$ cat src/rtl/pwm_multi.sv
// N-channel PWM generator: shared prescaled period counter (edge- or centre-aligned),
// double-buffered duty/period applied only at period boundaries, registered outputs.
module pwm_multi #(
  parameter int unsigned N      = 32'd3,
  parameter int unsigned W      = 32'd8,
  parameter int unsigned PW     = 32'd8,
  parameter bit          CENTER = 1'b0,
  parameter bit          INVERT = 1'b0
) (
  input  logic           clk,
  input  logic           rst,
  input  logic           en,
  input  logic [PW-1:0]  prescale,
  input  logic [W-1:0]   period,
  input  logic [N*W-1:0] duty,
  input  logic           load,
  output logic [N-1:0]   pwm_o,
  output logic           period_end_o,
  output logic           pending_o
);

  logic [PW-1:0]  presc_cnt_r;
  logic [W-1:0]   counter_r;
  logic           dir_down_r;
  logic [W-1:0]   shadow_period_r;
  logic [W-1:0]   act_period_r;
  logic [N*W-1:0] shadow_duty_r;
  logic [N*W-1:0] act_duty_r;
  logic           pending_r;
  logic           period_end_r;
  logic [N-1:0]   pwm_r;

  logic           tick_s;
  logic           wrap_s;
  logic           boundary_s;
  logic [PW-1:0]  presc_next_s;
  logic [W-1:0]   step_cnt_s;
  logic           step_down_s;
  logic [W-1:0]   new_period_s;
  logic [W-1:0]   counter_next_s;
  logic           dir_next_s;
  logic           pending_next_s;
  logic [N-1:0]   pwm_next_s;

  assign tick_s = en && (presc_cnt_r == prescale);

  // Prescaler advance and counter stepping / wrap detection for the selected count mode
  always_comb begin
    presc_next_s = presc_cnt_r;
    wrap_s       = 1'b0;
    step_cnt_s   = counter_r;
    step_down_s  = dir_down_r;
    if (en) begin
      if (tick_s) begin
        presc_next_s = '0;
      end else begin
        presc_next_s = presc_cnt_r + PW'(1'b1);
      end
    end else begin
      presc_next_s = presc_cnt_r;
    end
    if (CENTER == 1'b0) begin
      if (counter_r == act_period_r) begin
        wrap_s = 1'b1;
      end else begin
        step_cnt_s = counter_r + W'(1'b1);
      end
    end else begin
      // A zero period never leaves 0, so every tick is a boundary
      if ((act_period_r == '0) || (dir_down_r && (counter_r == '0))) begin
        wrap_s = 1'b1;
      end else if (!dir_down_r && (counter_r == act_period_r)) begin
        step_down_s = 1'b1;
        step_cnt_s  = counter_r - W'(1'b1);
      end else if (dir_down_r) begin
        step_cnt_s = counter_r - W'(1'b1);
      end else begin
        step_cnt_s = counter_r + W'(1'b1);
      end
    end
  end

  assign boundary_s   = tick_s && wrap_s;
  assign new_period_s = pending_r ? shadow_period_r : act_period_r;

  // Next counter/direction/pending state; restart value uses the period taking effect now
  always_comb begin
    counter_next_s = counter_r;
    dir_next_s     = dir_down_r;
    pending_next_s = pending_r;
    if (boundary_s) begin
      dir_next_s = 1'b0;
      if ((CENTER == 1'b1) && (new_period_s != '0)) begin
        counter_next_s = W'(1'b1);
      end else begin
        counter_next_s = '0;
      end
    end else if (tick_s) begin
      counter_next_s = step_cnt_s;
      dir_next_s     = step_down_s;
    end else begin
      counter_next_s = counter_r;
      dir_next_s     = dir_down_r;
    end
    if (load) begin
      pending_next_s = 1'b1;
    end else if (boundary_s) begin
      pending_next_s = 1'b0;
    end else begin
      pending_next_s = pending_r;
    end
  end

  // Per-channel compare against the current counter and active duty
  always_comb begin
    pwm_next_s = '0;
    for (int i = 0; i < int'(N); i++) begin
      pwm_next_s[i] = ((counter_r < act_duty_r[i*W +: W]) & en) ^ INVERT;
    end
  end

  // State and output registers
  always_ff @(posedge clk) begin
    if (rst) begin
      presc_cnt_r     <= '0;
      counter_r       <= '0;
      dir_down_r      <= 1'b0;
      shadow_period_r <= '0;
      act_period_r    <= '0;
      shadow_duty_r   <= '0;
      act_duty_r      <= '0;
      pending_r       <= 1'b0;
      period_end_r    <= 1'b0;
      pwm_r           <= {N{INVERT}};
    end else begin
      presc_cnt_r  <= presc_next_s;
      counter_r    <= counter_next_s;
      dir_down_r   <= dir_next_s;
      pending_r    <= pending_next_s;
      period_end_r <= boundary_s;
      pwm_r        <= pwm_next_s;
      // Active takes the shadow as it was before this cycle's load, if any
      if (boundary_s && pending_r) begin
        act_period_r <= shadow_period_r;
        act_duty_r   <= shadow_duty_r;
      end
      if (load) begin
        shadow_period_r <= period;
        shadow_duty_r   <= duty;
      end
    end
  end

  assign pwm_o        = pwm_r;
  assign period_end_o = period_end_r;
  assign pending_o    = pending_r;

endmodule

$ cat config.mk
export PLATFORM = sky130hd
export DESIGN_NAME = pwm_multi
export DESIGN_NICKNAME = d
export VERILOG_FILES = /design/src/rtl/pwm_multi.sv
export SDC_FILE = /design/constraint.sdc
export NUM_CORES = 1
export LEC_CHECK = 0
export CAP_MARGIN = 5
export CORE_ASPECT_RATIO = 0.7
export CORE_UTILIZATION = 35
export CTS_CLUSTER_DIAMETER = 60
export CTS_CLUSTER_SIZE = 40
export DETAILED_ROUTE_END_ITERATION = 8
export HOLD_SLACK_MARGIN = 0.06
export PLACE_DENSITY_LB_ADDON = 0.25
export SETUP_SLACK_MARGIN = 0.4
export SLEW_MARGIN = 40
export SYNTH_ARGS = -nofsm -noshare
export SYNTH_HDL_FRONTEND = slang
export SYNTH_SLANG_ARGS = --single-unit
$ cat constraint.sdc
create_clock -name clk -period 4 [get_ports clk]
set_input_delay 1.2 -clock clk [delete_from_list [all_inputs] [get_ports clk]]
set_output_delay 1.2 -clock clk [all_outputs]
set_load 0.01 [all_outputs]
### Yosys cells after proc, flatten, opt, wreduce, memory -nomap -nowiden

Cells that the tools add are included.

* add/sub/neg operators: 2
* $lt $le $gt $ge: 3
* equality and inequality tests: 2
* multiplexer cells: 4
* bitwise operators: 4
* reductions and logical operators: 6

Operators by type and width (count)
* < comparator 8 bit: 3
* adder 8 x 1 -> 8 bit, second input constant: 2
* == test 8 bit: 2
* 2-to-1 mux 8 bit: 1
* AND 1 bit: 3
* logical AND 1 bit: 3
* 2-to-1 mux 1 bit: 3
* AND reduction 2 bit: 1
* nonzero test 2 bit: 1
* OR reduction 2 bit: 1
* NOT 1 bit: 1

* bits in registers: 85
* bits of input ports: 44
* output and inout port bits: 5
* word-level logic and storage cells: 30

### Longest topological paths before layout

Gate-level depths: netlist of run 1.

* depth in word-level cells: 5
* mapped depth: 7
* gate-level depth less buffers: 6

### Least setup slack after synthesis of run 1

OpenSTA, ideal clock, no wires.

* path kind: input to register
* start: input en
* end: register counter_r[3]
* library setup time: 0.070 ns
* arrival: 2.512 ns
* required time: 3.930 ns
* path slack: 1.418 ns
* cell stages on the path: 6
* path buffers: 2
* path through: buf_2 nand2_1 or3_1 buf_2 or4_1 a21oi_1

* word-level cells in the longest chain between the ends: 3
* elaborated cells between the ends (all ways): 4
* classes of those cells: 4 x reduce/logical

Ends and longest elaborated chain
* start, declared: line 12 `input logic en,`
* logical AND 1 bit *: line 45 `assign tick_s = en && (presc_cnt_r == prescale);`
* logical AND 1 bit: line 83 `assign boundary_s = tick_s && wrap_s;`
* OR reduction 2 bit (no source line)
* end signal, assigned: line 137 `counter_r <= counter_next_s;`
* end, declared: line 23 `logic [W-1:0] counter_r;`

Every way passes the cells marked *; elsewhere a longest branch is shown, timed or not.
A chain may end at the register's enable or synchronous reset.

### Worst setup path in the final report of run 1

* start: input en
* end: register counter_r[6]

The elaborated chain is that of the path after synthesis.

==> results of run 1 <==
==> placed cells by master (no fill, tap or decap), drive strengths merged <==
cell type | synthesis | layout
a211oi | 6 | 6
a21boi | 1 | 1
a21o | 6 | 6
a21oi | 51 | 51
and2 | 1 | 1
and3 | 3 | 3
buf | 10 | 10
bufinv | 0 | 2
clkbuf | 24 | 12
clkdlybuf4s50 | 0 | 46
clkinv | 0 | 2
dfxtp | 85 | 85
ha | 23 | 23
inv | 22 | 22
mux2i | 32 | 32
nand2 | 9 | 9
nand2b | 6 | 6
nand3 | 8 | 8
nand3b | 1 | 1
nand4 | 35 | 35
nand4b | 4 | 4
nor2 | 35 | 35
nor3 | 9 | 9
nor4 | 2 | 2
o21a | 3 | 3
o21ai | 42 | 42
or3 | 2 | 2
or4 | 1 | 1
or4b | 1 | 1
xnor2 | 11 | 11
xor2 | 11 | 11
==> layout make-up <==
cell class	count	area (µm²)	share of cell area (%)
clock buffer	12	256.5	5.263
tap	153	191.4	3.928
clock inverter	4	70.07	1.438
timing repair buffer	56	533.0	10.94
multi-input combinational	303	2038	41.82
inverter	22	82.58	1.694
sequential	85	1702	34.92
==> registers in the layout, summed over array words and instances, names as in the netlist <==
signal and cells:
act_duty_r 24, shadow_duty_r 24, act_period_r 8, counter_r 8, presc_cnt_r 8, shadow_period_r 8, pwm_o 3, pending_o 1
period_end_o 1
==> through the flow <==
step	area (µm²)	utilization (%)	setup WS, ns	hold WS [ns]
6_report	4873	44.26	1.005	0.4759
5_1_grt	4873	44.26	0.9034	0.4938
4_1_cts	4873	44.26	1.050	0.4797
3_5_place_dp	4547	41.30	0.7047	0.4714
3_3_place_gp	4544	41.27	0.7663	0.4676
2_1_floorplan	3961	-	1.418	0.4499
==> routing by layer <==
layer | vias to the layer above | routed length, µm
li1 | 1646 | -
met1 | 1479 | 4470
met2 | 68 | 3737
met3 | 14 | 435
met4 | 0 | 133
met5 | - | 0
==> cells by family (layout without fill, tap and decap cells) <==
| logic type | count (synthesis) | count (layout) | share of synthesized area (%) |
|---|---|---|---|
| buffers and inverters | 56 | 94 | 5.717 |
| flip-flops | 85 | 85 | 42.96 |
| AND/OR/NAND/NOR | 117 | 117 | 16.33 |
| multiplexers | 32 | 32 | 8.086 |
| AO/OA/AOI/OAI | 109 | 109 | 14.78 |
| adder cells (fa/ha/maj) | 23 | 23 | 7.265 |
| XOR/XNOR | 22 | 22 | 4.864 |
==> power by group <==
group / switching (µW) / internal, µW / leakage (µW)
clock: 326 / 579 / 0.000163
sequential: 12.6 / 868 / 0.000692
combinational: 58.4 / 66.4 / 0.00100
==> how the worst max path moves through the flow <==
stage / startpoint / to / slack, ns / cells past startpoint
CTS: en / counter_r[3]$_SDFFE_PP0P_ / 1.05 / 5
finish: en / counter_r[6]$_SDFFE_PP0P_ / 1.00 / 5
global route: en / act_period_r[7]$_SDFFE_PP0P_ / 0.90 / 6
floorplan: en / counter_r[3]$_SDFFE_PP0P_ / 1.42 / 6
global placement: en / counter_r[3]$_SDFFE_PP0P_ / 0.77 / 5
detailed placement: en / counter_r[6]$_SDFFE_PP0P_ / 0.70 / 5
==> worst max-delay path, delay by kind of cell <==
kind                   cells  cell delay (ns)
AO/OA/AOI/OAI              1             0.14
buffers and inverters      1             0.63
AND/OR/NAND/NOR            3             1.29
==> run_results.csv, run 1 <==
group,metric,value,unit
detailed_routing,vias,3207,
synth,yosys-top-cells-area,"dfxtp_1 (43%), mux2i_1 (8.1%), ha_1 (7.3%)",
clocking,numCtsBuffers,9,
global_route,grt_overflow,0,
setup_path,cp.arrival,3.26,ns
detailed_routing,drc,0,
synth,synth.top_cells.by_count,"dfxtp_1 (85), a21oi_1 (51), o21ai_1 (36)",
power,power.density,392.1,nW/µm²
global_route,grt_max_degree,75,
power,leakagePower,0.001857,µW
clocking,cts_tree,"yes",
detailed_routing,wl_per_cell,13.82,µm
global_route,top_usage_layer,"met2",
floorplan,rows,32,
min_path,hp-class,"reg2reg",
placement,portBuffers,48,
cells_and_area,fillers,1055,
floorplan,ios,49,
clocking,cts_buffer_depth,2,
setup_path,regToRegSetupSlack,1.31,ns
sta,slew_headroom,49.19,%
floorplan,coreArea,11010,µm²
setup_path,crit_chain,"clkdlybuf4s50_1, nand2_1, or3_1, or4b_1, a21oi_1",
synth,yosysMostFrequentCell,"dfxtp_1",
sta,finClkSkew,0.005461,ns
floorplan,die_area,11750,µm²
setup_path,path_max_fanout,14,
clocking,htreeDepth,3,
sta,post-route-period-util,74.88,%
synth,syn_area,3961,µm²
synth,seq_area_frac_synth,42.96,%
floorplan,die_height,91.01,µm
synth,synth-async-reset-ratio,0,%
job,cap_violations,0,
sta,worst_pin_slew,0.7622,ns
synth,synth_top_area_cell,"dfxtp_1",
setup_path,max_stage_delay,0.63,ns
placement,dpl.cell_count,619,
global_route,use_met1,21.21,%
detailed_routing,ant_nets,0,
clocking,worst_skew_pair.late_latency,0.34,ns
clocking,cts_repair_resize_count,0,
setup_path,rr_startpoint,"counter_r[4]$_SDFFE_PP0P_",
placement,hpwl,5961,µm
detailed_routing,dr.pass1.iters,4,
cells_and_area,drive_gt1_share,5.809,%
sta,finalSetupViolCount,0,
setup_path,critPathSlowestCell,"clkdlybuf4s50_1",
min_path,min_to,"act_duty_r[3]$_SDFFE_PP0P_",
cells_and_area,diodes,0,
cells_and_area,finalNetCount,544,
synth,synth_seq_cells,85,
sta,finalCriticalPeriod,2.995,ns
sta,rsz0062_at_grt,"no",
min_path,min_from,"shadow_duty_r[3]$_SDFFE_PP0P_",
sta,final_hold_viol_count,0,
cells_and_area,layout-area-overhead-vs-synth,23.03,%
global_route,grt_pass1_vias,3141,
synth,synth_top_area_share,42.96,%
setup_path,cp_data_required_time,4.27,ns
clocking,postCtsHoldBufs,0,
global_route,track_usage,15.92,%
floorplan,start_util,35.98,%
outcome,outcome,"complete, no violations",
setup_path,r2r_cells,6,
detailed_routing,dr.first_iter.drc_count,140,
global_route,use_met2,24.37,%
clocking,cts_setup_buffers,0,
detailed_routing,wl,8776,µm
floorplan,die_w,129.2,µm
synth,syn_nets,511,
sta,slew_viol_final,0,
synth,synth.avg_cell_area,8.922,µm²
synth,yosysWarnings,0,
clocking,cts-root-buf,"clkbuf_16",
setup_path,end_kind,"register",
global_route,grt_pass1_wl,14870,µm
setup_path,cp-start-kind,"input pin",
min_path,worstHoldPathCells,2,
detailed_routing,via_per_inst,5.050,
synth,synth_edf_count,0,
global_route,antenna_found_initial,0,
synth,synth_flop_cell,"dfxtp_1",
synth,ys_types,31,
sta,max_freq,0.3339,GHz
power,max-vdd-ir-drop,203.9,µV
clocking,clk_pin_slew_worst_paths,0.06,ns
sta,fin_tns_setup,0,ns
synth,syn_inst,444,
global_route,gr-usage-met3,5.009,%
setup_path,timing_worst_setup_path_type,"in2reg",
clocking,cts_sinks,85,
cells_and_area,stdcell_count,635,
placement,gp_congestion,0.8282,
setup_path,r2r-end,"act_period_r[1]$_SDFFE_PP0P_",
power,p_total,1911,µW
Power figures use the tool's default switching activity.
==> run 2, diff against run 1 <==
==> constraint.sdc (replaced) <==
create_clock -name clk -period 2.94 [get_ports clk]
set_input_delay 0.882 -clock clk [delete_from_list [all_inputs] [get_ports clk]]
set_output_delay 0.882 -clock clk [all_outputs]
set_load 0.01 [all_outputs]
==> run_results.csv, run 2 (same netlist as run 1, synthesis figures left out) <==
group,metric,value,unit
detailed_routing,via_per_inst,4.976,
floorplan,start_util,35.98,%
setup_path,endpoint,"counter_r[0]$_SDFFE_PP0P_",
global_route,top_usage_layer,"met2",
min_path,hp-class,"reg2reg",
global_route,grt_max_degree,70,
floorplan,ios,49,
setup_path,rr_startpoint,"counter_r[3]$_SDFFE_PP0P_",
detailed_routing,dr.pass1.iters,4,
setup_path,r2r-end,"act_duty_r[23]$_SDFFE_PP0P_",
sta,worst_pin_slew,0.5712,ns
power,internal-power,1851,µW
clocking,cts_tree,"yes",
cells_and_area,layout-area-overhead-vs-synth,23.03,%
global_route,track_usage,16.35,%
detailed_routing,dr.first_iter.drc_count,175,
sta,slew_headroom,61.92,%
setup_path,crit_chain,"clkdlybuf4s50_1, xnor2_1, nand4_1, or3_4, buf_4, or3_1, a21oi_1",
sta,finalSetupViolCount,0,
cells_and_area,drive_gt1_share,6.804,%
global_route,grt_pass1_vias,3062,
setup_path,cp-start-kind,"input pin",
cells_and_area,layout_commonest_cell,"dfxtp_1",
setup_path,worstSetupStartpoint,"prescale[0]",
cells_and_area,fillers,1086,
setup_path,cp_data_required_time,3.21,ns
clocking,clk_pin_slew_worst_paths,0.06,ns
power,pwr-share-comb,7.5,%
power,p_total,2370,µW
cells_and_area,finalNetCount,550,
clocking,postCtsHoldBufs,0,
outcome,outcome,"complete, no violations",
global_route,grt_pass1_wl,14950,µm
sta,fin_tns_setup,0,ns
floorplan,rows,32,
job,cap_violations,0,
global_route,gr-usage-met3,4.773,%
sta,rsz0062_at_grt,"no",
setup_path,path_max_fanout,19,
power,p_sw_share,21.89,%
setup_path,max_stage_delay,0.47,ns
cells_and_area,diodes,0,
detailed_routing,wl_per_cell,13.88,µm
floorplan,die_height,91.01,µm
floorplan,coreArea,11010,µm²
setup_path,cp.arrival,2.73,ns
sta,holdWs,0.4746,ns
global_route,use_met2,23.97,%
power,p_clk_share,42.0,%
clocking,htreeDepth,3,
power,max-vdd-ir-drop,304.0,µV
global_route,grt_overflow,0,
floorplan,die_area,11750,µm²
setup_path,timing_worst_setup_path_type,"in2reg",
setup_path,regToRegSetupSlack,0.78,ns
clocking,numCtsBuffers,9,
clocking,worst_skew_pair.late_latency,0.34,ns
setup_path,r2r_cells,6,
clocking,cts_sinks,85,
detailed_routing,vias,3175,
cells_and_area,reg.largest.list,"act_duty_r: 24 flops, shadow_duty_r: 24 flops",
clocking,cts_buffer_depth,2,
cells_and_area,fin_util,44.26,%
sta,fin_ws,0.4849,ns
cells_and_area,layout_common_cells,"dfxtp_1 (85), a21oi_1 (51), clkdlybuf4s50_1 (46), o21ai_1 (36)",
sta,post-route-period-util,83.51,%
power,power.density,486.4,nW/µm²
detailed_routing,ant_nets,0,
global_route,antenna_found_initial,0,
placement,hpwl,5999,µm
setup_path,end_kind,"register",
sta,finalCriticalPeriod,2.455,ns
placement,dp_slack,0.06230,ns
power,sequentialPowerShare,50.6,%
placement,portBuffers,48,
clocking,cts-root-buf,"clkbuf_16",
detailed_routing,wl,8853,µm
placement,gp_congestion,0.7773,
detailed_routing,drc,0,
global_route,use_met1,22.40,%
sta,finClkSkew,0.004840,ns
sta,slew_viol_final,0,
setup_path,critPathSlowestCell,"clkdlybuf4s50_1",
sta,final_hold_viol_count,0,
power,p_sw,518.9,µW
floorplan,die_w,129.2,µm
power,leakagePower,0.001863,µW
sta,max_freq,0.4073,GHz
==> run 2: final cells by class <==
type | instances | area (µm²) | share of cell area, %
multi-input cells | 303 | 2043 | 41.93
flip-flops and latches | 85 | 1702 | 34.92
repair buffers | 62 | 600.6 | 12.32
well taps | 153 | 191.4 | 3.928
clock buffers | 10 | 239.0 | 4.904
inverters | 22 | 82.58 | 1.694
clock inverters | 3 | 15.01 | 0.3081
==> run 2: critical path: cells and delay by family <==
family	cells	cell delay (ns)
and+or+nand+nor	3	0.88
AOI/OAI and AO/OA	1	0.14
buffers and inverters	2	0.69
xor gates and xnor gates	1	0.13
==> run 2: worst min path at each step <==
stage,from,to,slack (ns),depth (start not counted)
6_report,shadow_duty_r[4]$_SDFFE_PP0P_,act_duty_r[4]$_SDFFE_PP0P_,0.47,2
5_1_grt,shadow_duty_r[4]$_SDFFE_PP0P_,act_duty_r[4]$_SDFFE_PP0P_,0.50,2
4_1_cts,shadow_duty_r[4]$_SDFFE_PP0P_,act_duty_r[4]$_SDFFE_PP0P_,0.48,2
3_5_place_dp,act_duty_r[1]$_SDFFE_PP0P_,act_duty_r[1]$_SDFFE_PP0P_,0.47,2
3_3_place_gp,act_duty_r[23]$_SDFFE_PP0P_,act_duty_r[23]$_SDFFE_PP0P_,0.46,2
2_1_floorplan,act_duty_r[23]$_SDFFE_PP0P_,act_duty_r[23]$_SDFFE_PP0P_,0.45,2
==> run 2: what timing repair did <==
item,CTS,global route
resized for setup,0,1
setup buffers,0,0
setup endpoints to repair,0,2
==> run 2: layer usage <==
metal | vias to the layer above | share of wire, %
li1 | 1647 | -
met1 | 1451 | 50
met2 | 64 | 43
met3 | 13 | 5.0
met4 | 0 | 1.7
met5 | - | 0
==> run 2: power groups by stage <==
| stage | Combinational (µW) | Clock [µW] | Sequential, µW |
|---|---|---|---|
| 3_3_place_gp | 175 | 0 | 1220 |
| 2_1_floorplan | 94.2 | 0 | 1220 |
| 4_1_cts | 179 | 1030 | 1200 |
| 3_5_place_dp | 179 | 0 | 1220 |
| 6_report | 177 | 994 | 1200 |
| 5_1_grt | 194 | 1080 | 1200 |
==> run 2: through the flow <==
| stage | std cells | cell area [µm²] |
|---|---|---|
| 4_1_cts | 638 | 4868 |
| 6_report | 638 | 4873 |
| 5_1_grt | 638 | 4873 |
| 3_5_place_dp | 625 | 4614 |
| 2_1_floorplan | 444 | 3961 |
| 3_3_place_gp | 625 | 4614 |
